--- src/rtl/trng_pkg.sv ---
// Shared definitions for the trng source and its downstream health monitor:
// sample width, default health-test limits and FSM state encodings.
package trng_pkg;

  // Sample width shared with the trng core
  localparam int DATA_W = 8;

  // Default health-test limits
  localparam int RCT_CUTOFF_DEF      = 8;
  localparam int APT_WINDOW_DEF      = 64;
  localparam int APT_CUTOFF_DEF      = 20;
  localparam int STARTUP_SAMPLES_DEF = 128;

  // Monitor FSM state encodings
  localparam logic [1:0] ST_STARTUP = 2'd0;
  localparam logic [1:0] ST_RUN     = 2'd1;
  localparam logic [1:0] ST_ALARM   = 2'd2;

endpackage

--- src/rtl/trng_rct.sv ---
// Repetition-count test: tracks the last sample and the length of the current
// run of identical samples. fail is combinational for the sample presented this
// cycle so the caller can act on the same clock edge.
module trng_rct
  import trng_pkg::*;
#(
  parameter int W          = DATA_W,
  parameter int RCT_CUTOFF = RCT_CUTOFF_DEF
) (
  input  logic         clk,
  input  logic         reset,
  input  logic         restart,
  input  logic         sample_en,
  input  logic [W-1:0] rand_in,
  output logic         fail
);

  localparam int CW = $clog2(RCT_CUTOFF + 1);

  logic [W-1:0]  last_reg;
  logic [CW-1:0] rct_cnt_reg;
  logic          ref_valid_reg;
  logic          repeat_hit;

  assign repeat_hit = ref_valid_reg && (rand_in == last_reg);
  // A repeat that would bring the run length to the cutoff is the failure
  assign fail = sample_en && repeat_hit && (rct_cnt_reg == CW'(RCT_CUTOFF - 1));

  // Run-length tracking; a failing sample leaves the state untouched so the
  // count never exceeds the cutoff while the monitor sits in alarm
  always_ff @(posedge clk) begin
    if (reset || restart) begin
      last_reg      <= '0;
      rct_cnt_reg   <= '0;
      ref_valid_reg <= 1'b0;
    end else if (sample_en && !fail) begin
      if (repeat_hit) begin
        rct_cnt_reg <= rct_cnt_reg + CW'(1);
      end else begin
        last_reg      <= rand_in;
        rct_cnt_reg   <= CW'(1);
        ref_valid_reg <= 1'b1;
      end
    end
  end

endmodule

--- src/rtl/trng_health_monitor.sv ---
// Online health monitor and output gate for the raw trng byte stream.
// Runs a repetition-count test (trng_rct) and an adaptive-proportion test,
// forwards only healthy samples taken in RUN over a valid/ready interface,
// and latches a sticky alarm that only clear_alarm releases.
// Optional build macro TRNG_HEALTH_STATS_EN adds fail_count / drop_count ports.
module trng_health_monitor
  import trng_pkg::*;
#(
  parameter int W               = DATA_W,
  parameter int RCT_CUTOFF      = RCT_CUTOFF_DEF,
  parameter int APT_WINDOW      = APT_WINDOW_DEF,
  parameter int APT_CUTOFF      = APT_CUTOFF_DEF,
  parameter int STARTUP_SAMPLES = STARTUP_SAMPLES_DEF
) (
  input  logic         clk,
  input  logic         reset,
  input  logic [W-1:0] rand_in,
  input  logic         clear_alarm,
  output logic [W-1:0] rand_out,
  output logic         rand_valid,
  input  logic         rand_ready,
  output logic         health_ok,
  output logic         alarm
`ifdef TRNG_HEALTH_STATS_EN
  ,
  output logic [15:0]  fail_count,
  output logic [15:0]  drop_count
`endif
);

  localparam int AW = $clog2(APT_CUTOFF + 1);
  localparam int IW = $clog2(APT_WINDOW + 1);
  localparam int SW = $clog2(STARTUP_SAMPLES + 1);

  logic [1:0]    state_reg;
  logic [SW-1:0] startup_cnt_reg;
  logic [W-1:0]  apt_ref_reg;
  logic [AW-1:0] apt_cnt_reg;
  logic [IW-1:0] win_idx_reg;
  logic [W-1:0]  out_reg;
  logic          valid_reg;

  logic active;
  logic restart;
  logic rct_fail;
  logic apt_first;
  logic apt_match;
  logic apt_fail;
  logic any_fail;
  logic pass;
  logic slot_free;

  // Tests run in STARTUP and RUN; ALARM freezes everything
  assign active  = (state_reg != ST_ALARM);
  assign restart = (state_reg == ST_ALARM) && clear_alarm;

  trng_rct #(
    .W          (W),
    .RCT_CUTOFF (RCT_CUTOFF)
  ) u_rct (
    .clk       (clk),
    .reset     (reset),
    .restart   (restart),
    .sample_en (active),
    .rand_in   (rand_in),
    .fail      (rct_fail)
  );

  // win_idx == 0 marks the first sample of a window, which becomes the reference
  assign apt_first = (win_idx_reg == '0);
  assign apt_match = !apt_first && (rand_in == apt_ref_reg);
  assign apt_fail  = active && apt_match && (apt_cnt_reg == AW'(APT_CUTOFF - 1));
  assign any_fail  = rct_fail || apt_fail;
  assign pass      = active && !any_fail;
  assign slot_free = !valid_reg || rand_ready;

  // Adaptive-proportion window: reference, match count and position in window
  always_ff @(posedge clk) begin
    if (reset || restart) begin
      apt_ref_reg <= '0;
      apt_cnt_reg <= '0;
      win_idx_reg <= '0;
    end else if (pass) begin
      if (apt_first) begin
        apt_ref_reg <= rand_in;
        apt_cnt_reg <= AW'(1);
        win_idx_reg <= IW'(1);
      end else begin
        win_idx_reg <= (win_idx_reg == IW'(APT_WINDOW - 1)) ? '0 : win_idx_reg + IW'(1);
        if (apt_match) begin
          apt_cnt_reg <= apt_cnt_reg + AW'(1);
        end
      end
    end
  end

  // Monitor FSM with the startup pass counter
  always_ff @(posedge clk) begin
    if (reset) begin
      state_reg       <= ST_STARTUP;
      startup_cnt_reg <= '0;
    end else begin
      case (state_reg)
        ST_STARTUP: begin
          if (any_fail) begin
            state_reg <= ST_ALARM;
          end else if (startup_cnt_reg == SW'(STARTUP_SAMPLES - 1)) begin
            state_reg       <= ST_RUN;
            startup_cnt_reg <= '0;
          end else begin
            startup_cnt_reg <= startup_cnt_reg + SW'(1);
          end
        end
        ST_RUN: begin
          if (any_fail) begin
            state_reg <= ST_ALARM;
          end
        end
        ST_ALARM: begin
          if (clear_alarm) begin
            state_reg       <= ST_STARTUP;
            startup_cnt_reg <= '0;
          end
        end
        default: begin
          state_reg       <= ST_STARTUP;
          startup_cnt_reg <= '0;
        end
      endcase
    end
  end

  // Output register: load healthy RUN samples when the slot is free, discard
  // any pending byte on the edge that enters ALARM
  always_ff @(posedge clk) begin
    if (reset) begin
      out_reg   <= '0;
      valid_reg <= 1'b0;
    end else if (active && any_fail) begin
      out_reg   <= '0;
      valid_reg <= 1'b0;
    end else if ((state_reg == ST_RUN) && pass && slot_free) begin
      out_reg   <= rand_in;
      valid_reg <= 1'b1;
    end else if (valid_reg && rand_ready) begin
      valid_reg <= 1'b0;
    end
  end

  assign rand_out   = out_reg;
  assign rand_valid = valid_reg;
  assign health_ok  = (state_reg == ST_RUN);
  assign alarm      = (state_reg == ST_ALARM);

`ifdef TRNG_HEALTH_STATS_EN
  logic [15:0] fail_count_reg;
  logic [15:0] drop_count_reg;

  // Saturating failure and backpressure-drop counters; only reset clears them
  always_ff @(posedge clk) begin
    if (reset) begin
      fail_count_reg <= '0;
      drop_count_reg <= '0;
    end else begin
      if (active && any_fail && (fail_count_reg != 16'hFFFF)) begin
        fail_count_reg <= fail_count_reg + 16'd1;
      end
      if ((state_reg == ST_RUN) && pass && !slot_free && (drop_count_reg != 16'hFFFF)) begin
        drop_count_reg <= drop_count_reg + 16'd1;
      end
    end
  end

  assign fail_count = fail_count_reg;
  assign drop_count = drop_count_reg;
`else
  // Statistics counters are not built in this configuration
`endif

endmodule

--- config.mk ---
export PLATFORM = sky130hd
export DESIGN_NAME = trng_health_monitor
export DESIGN_NICKNAME = d
export VERILOG_FILES = /design/src/rtl/trng_pkg.sv /design/src/rtl/trng_rct.sv /design/src/rtl/trng_health_monitor.sv
export SDC_FILE = /design/constraint.sdc
export NUM_CORES = 1
export LEC_CHECK = 0
export CORE_AREA = 10 10 81 83
export CTS_BUF_LIST = sky130_fd_sc_hd__clkbuf_8
export DETAILED_ROUTE_END_ITERATION = 16
export DIE_AREA = 0 0 91 93
export HOLD_SLACK_MARGIN = 0.08
export PLACE_DENSITY = 0.81
export SLEW_MARGIN = 0
export SYNTH_ARGS = -nofsm -noshare
export SYNTH_HDL_FRONTEND = slang
export SYNTH_SLANG_ARGS = --single-unit
export TNS_END_PERCENT = 50
--- constraint.sdc ---
create_clock -name clk -period 1.95 [get_ports clk]
set_clock_uncertainty 0.1 [all_clocks]
set_input_delay 0.195 -clock clk [delete_from_list [all_inputs] [get_ports clk]]
set_output_delay 0.195 -clock clk [all_outputs]
set_load 0.02 [all_outputs]
# Word level (Yosys, flattened, before mapping)
# Index checks and enable logic that the tools add are counted.
[op_classes] add_sub_neg=4 n_eq_ne=13 n_mux=16 bitwise=2 n_reduce_logical=30
[op_table] op="2-to-1 mux 8 bit" n=3
[op_table] op="case mux 8 bit (3 select lines)" n=1
[op_table] op="equality test 8 bit" n=2
[op_table] op="2-to-1 mux 7 bit" n=2
[op_table] op="logical AND 1 bit" n=13
[op_table] op="2-to-1 mux 5 bit" n=2
[op_table] op="adder 8 x 1 -> 8 bit (second input constant)" n=1
[op_table] op="equality test 8 x 7 -> 1 bit (second input constant)" n=1
[op_table] op="2-to-1 mux 2 bit" n=4
[op_table] op="adder 7 x 1 -> 7 bit (second input constant)" n=1
[op_table] op="equality test 7 x 6 -> 1 bit (second input constant)" n=1
[op_table] op="zero test 7 bit" n=1
[op_table] op="inequality test 2 bit (second input constant)" n=3
[op_table] op="case mux 2 bit (3 select lines)" n=1
[op_table] op="AND reduction 2 bit" n=3
[op_table] op="AND reduction 3 bit" n=2
[op_table] op="adder 5 x 1 -> 5 bit (second input constant)" n=1
[op_table] op="equality test 5 bit (second input constant)" n=1
[op_table] op="adder 4 x 1 -> 4 bit (second input constant)" n=1
[op_table] op="equality test 4 x 3 -> 1 bit (second input constant)" n=1
[op_table] op="zero test 1 bit" n=4
[op_table] op="2-to-1 mux 4 bit" n=1
[op_table] op="nonzero test 2 bit" n=2
[op_table] op="logical OR 1 bit" n=3
[op_table] op="other kinds (8)" n=10
[totals] ff_bits=52 in_bits=12 out_inout_bits=11

# Depth between registers and ports, before layout
[logic_depth] word_depth=11 ltp_mapped=8

# By module
# From an unflattened synthesis, not the netlist that was laid out.
[unflattened] hier_cells=311 area_unflattened_um2=2763.9
[modules_own_cells] mod="trng_health_monitor" n_inst=1 cells_per_inst=239 area_per_inst_um2=2087.0 seq_area_each_um2=780.7
[modules_own_cells] mod="trng_rct" n_inst=1 cells_per_inst=72 area_per_inst_um2=676.9 seq_area_each_um2=260.2

# Worst setup path before layout
# Ideal clock, no wire load.
[synth_path] kind="reg2reg" from="register win_idx_reg[5]" to="register startup_cnt_reg[7]" setup_time_ns=0.072 arrival_time_ns=1.920 required_time_ns=1.778 setup_slack_ns=-0.141 path_stages_with_launch=8 n_path_buf=1 synth_period_minus_slack_ns=2.091 cell_sequence="dfxtp_1 nor4_2 nand3b_2 and4b_4 a41o_1 buf_2 nor4_2 mux2i_1"
[synth_between] elab_chain_len=8
[synth_rtl] item="from (decl)" line="trng_health_monitor.sv:39" rtl="logic [IW-1:0] win_idx_reg;"
[synth_rtl] item="from (signal assigned)" line="trng_health_monitor.sv:89" rtl="win_idx_reg <= (win_idx_reg == IW'(APT_WINDOW - 1)) ? '0 : win_idx_reg + IW'(1);"
[synth_rtl] item="zero test 7 bit" line="trng_health_monitor.sv:70" rtl="assign apt_first = (win_idx_reg == '0);"
[synth_rtl] item="zero test 1 bit" line="trng_health_monitor.sv:71" rtl="assign apt_match = !apt_first && (rand_in == apt_ref_reg);"
[synth_rtl] item="logical AND 1 bit" line="trng_health_monitor.sv:71"
[synth_rtl] item="logical AND 1 bit (2 in a row)" line="trng_health_monitor.sv:72" rtl="assign apt_fail = active && apt_match && (apt_cnt_reg == AW'(APT_CUTOFF - 1));"
[synth_rtl] item="logical OR 1 bit" line="trng_health_monitor.sv:73" rtl="assign any_fail = rct_fail || apt_fail;"
[synth_rtl] item="inequality test 2 bit (no source line)"
[synth_rtl] item="AND reduction 3 bit (no source line)"
[synth_rtl] item="to (signal assigned)" line="trng_health_monitor.sv:111" rtl="startup_cnt_reg <= startup_cnt_reg + SW'(1);"
[synth_rtl] item="to (decl)" line="trng_health_monitor.sv:36" rtl="logic [SW-1:0] startup_cnt_reg;"
# No other way between the ends.
# A chain may end at the register's enable or synchronous reset.

# Worst setup path in the final report
[layout_path] from="register win_idx_reg[4]" to="register startup_cnt_reg[6]"
# Same word-level chain as after synthesis.

==> flow_summary_export.csv <==
group,metric,value,unit
run_status,status,"finished, violations left",
run_status,failed_checks,"negative setup slack",
clock_tree,largest_buffer_count_on_any_clock_path,2,
global_route,number_of_global_route_vias_before_repair,2576,
critical_path,cp-end-kind,"register",
sta,report.final.slew_viol_count,0,
drt,drt_pre_antenna_iters,4,
floorplan,initial_util,50.6,%
cells_and_area,postLayoutCoreUtil,73.4,%
logic_synthesis,mappedNetlistArea,2530,um2
logic_synthesis,synth_flop_cell,"dfxtp_1",
drt,postRouteWirelength,7620,um
cells_and_area,post_route_cells_drive_above_1_share,31.6,%
sta,finalWorstSetupSlack,-0.333,ns
logic_synthesis,synth_area_leader_cell,"dfxtp_1",
critical_path,timing.critical_path.required,2.10,ns
clock_tree,clock_latency,0.31,ns
critical_path,setup.worst_path.start,"win_idx_reg[4]$_SDFFE_PP0P_",
floorplan,chipWidth,91,um
drt,wl_per_cell,17.3,um
placed_design,hpwl,4620,um
placed_design,numPlacedInstances,420,
cells_and_area,antenna_cells_inserted,0,
clock_tree,cts.hold.buffers_added,0,
worst_hold_path,hp-start,"rand_in[2]",
placed_design,portBuffers,22,
clock_tree,cts_root_buf,"clkbuf_8",
sta,setup_violations,36,
global_route,globalRoute.totalOverflow,0,
sta,layout_min_cycle_time,2.28,ns
logic_synthesis,syn-num-nets,310,
critical_path,setup.worst_path.start_class,"register",
logic_synthesis,area_fraction_of_the_dominant_cell_type_after_synthesis,41.1,%
drt,detail_route.drc_violations,0,
drt,drt-initial-drc-count,171,
floorplan,rows,26,
sta,fmax,438,MHz
sta,final_hold_violation_count,0,
floorplan,boundaryPins,23,
power,power_density,575,nW/um2
drt,vias_per_cell,5.65,
logic_synthesis,post_synth_inst_count,293,
sta,slew-limit-headroom,66.0,%
clock_tree,cts_buffers,5,
global_route,grt_pass1_wl,12100,um
logic_synthesis,synth_async_sr_flop_share,0,%
run,maxCapViolCount,0,
sta,worst_hold_slack,0.148,ns
critical_path,maximum_net_fanout_on_the_critical_path,5,
logic_synthesis,synth_enable_flop_cells,0,
logic_synthesis,synth.ff_latch_count,52,
critical_path,critPathKind,"register to register",
worst_hold_path,hp-class,"input port to register",
power,vdd_drop_max,0.577,mV
drt,antenna_violating_nets_post_route,0,
floorplan,core_area,5010,um2
clock_tree,cts_tree,"done",
critical_path,timing.rr.start,"win_idx_reg[4]$_SDFFE_PP0P_",
clock_tree,clock_sink_count,52,
logic_synthesis,dominant_cells_by_area_after_synthesis,"dfxtp_1, mux2i_1, nor2_1",
power,power_leakage,1.55,nW
global_route,antenna_violations_before_repair,0,
sta,tightestPinTransition,0.508,ns
placed_design,globalplace.congestion,0.841,
critical_path,critical_path_arrival,2.43,ns
sta,layout_worst_path_cycle_share,117,%
placed_design,placedInstanceArea,3200,um2
floorplan,fp.dieArea,8460,um2
logic_synthesis,synthesis.area_per_instance,8.65,um2
cells_and_area,fin_nets,386,
cells_and_area,area_delta_synth_final,45.1,%
clock_tree,clk_transition_reported_paths,0.10,ns
global_route,pin_count_of_the_biggest_net_entering_global_routing,29,
cells_and_area,finalNonFillerCells,440,
global_route,grt_util_all_layers,16.9,%
drt,num_vias,2485,
logic_synthesis,post_synth_num_cell_types,43,
logic_synthesis,synthesis.yosys.warnings,0,
floorplan,chipHeight,93,um
sta,rsz0062_at_grt,"true",
logic_synthesis,ys_seq_area_share,41.1,%
cells_and_area,post-route-cell-area,3680,um2
clock_tree,cts-htree-levels,2,
## path summary, 6_finish.rpt
path,endpoint,slack [ns],cells after the start
setup / recovery,startup_cnt_reg[6]$_SDFFE_PP0P_,-0.33,7
hold / removal,u_rct.last_reg[2]$_SDFFE_PP0P_,0.15,3
setup reg to reg,startup_cnt_reg[6]$_SDFFE_PP0P_,-0.33,7
hold reg to reg,u_rct.last_reg[5]$_SDFFE_PP0P_,0.38,2
## where the power goes
part / internal, mW / switching, mW / leakage (nW)
Clock: 0.263 / 0.398 / 0.0452
Sequential: 1.10 / 0.0297 / 0.428
Combinational: 0.159 / 0.164 / 1.07
Total: 1.52 / 0.592 / 1.55
## cells by family after synthesis
logic type / synth area share [%]
xor gates and xnor gates: 6.22
muxes: 7.51
buffers and inverters: 3.46
adders and majority gates: 2.47
DFF: 41.1
AOI/OAI and AO/OA: 13.0
and+or+nand+nor: 26.3
## critical path, stage by stage (launching register included)
cell,delay [ns]
dfxtp_2,0.36
nor4_4,0.35
nand3b_4,0.12
and4b_4,0.23
a41o_4,0.26
buf_12,0.13
or4b_4,0.50
a31oi_4,0.17
## layout by cell type (no fill, tap or decap), types with 6 or more instances in the layout
cell type	n
buf_4	47
dfxtp_1	45
nor2_1	31
nand2_1	22
nand3_1	21
mux2i_1	19
a21oi_1	13
clkdlybuf4s50_1	13
buf_6	11
inv_1	9
xor2_1	8
xnor2_1	7
dfxtp_2	7
nor4_4	6
dlygate4sd2_1	6
## metrics by stage
stage / total power, mW / TNS (ns) / setup WS (ns)
3_5_place_dp: 1.42 / -20.62 / -0.606
4_1_cts: 2.09 / -2.88 / -0.304
5_1_grt: 2.20 / -7.43 / -0.368
2_1_floorplan: 1.29 / -0.388 / -0.117
3_3_place_gp: 1.41 / -17.70 / -0.538
6_report: 2.11 / -4.68 / -0.333
## cell usage after synthesis (3+ instances only)
master and count:
dfxtp_1 52, nor2_1 31, nand3_1 23, nand2_1 22, mux2i_1 19, a21oi_1 17
xnor2_1 10, inv_1 9, nor3_1 8, o21ai_0 8, xor2_1 8, clkbuf_1 7
a31oi_1 5, ha_1 5, nor4_1 5, o211ai_1 5, or2_2 5, buf_2 4
nand2b_1 4, o21a_1 4, a21o_1 3, and3_1 3, nor4_2 3, o31ai_1 3
or3_1 3, or4_1 3
## layout make-up
class / instances / area [um2]
fill: 353 / 1330
multi-input combinational: 219 / 1680
clock buffer: 5 / 68.8
sequential: 52 / 1050
timing repair buffer: 82 / 729
clock inverter: 3 / 25.0
tap: 70 / 87.6
inverter: 9 / 33.8
## what timing repair did
action	CTS	global route
buffers inserted	9	5
gates cloned	1	0
endpoints found under the setup margin	44	47
pin swaps	24	28
resized for setup	36	38
## metal layers
metal | vias to the layer above | track usage (%) | part of all wire, %
li1 | 1199 | - | -
met1 | 1173 | 19.4 | 42
met2 | 86 | 29.7 | 49
met3 | 27 | 4.00 | 4.6
met4 | 0 | 6.66 | 3.5
met5 | - | 0 | 0
(Power assumes the default switching activity.)
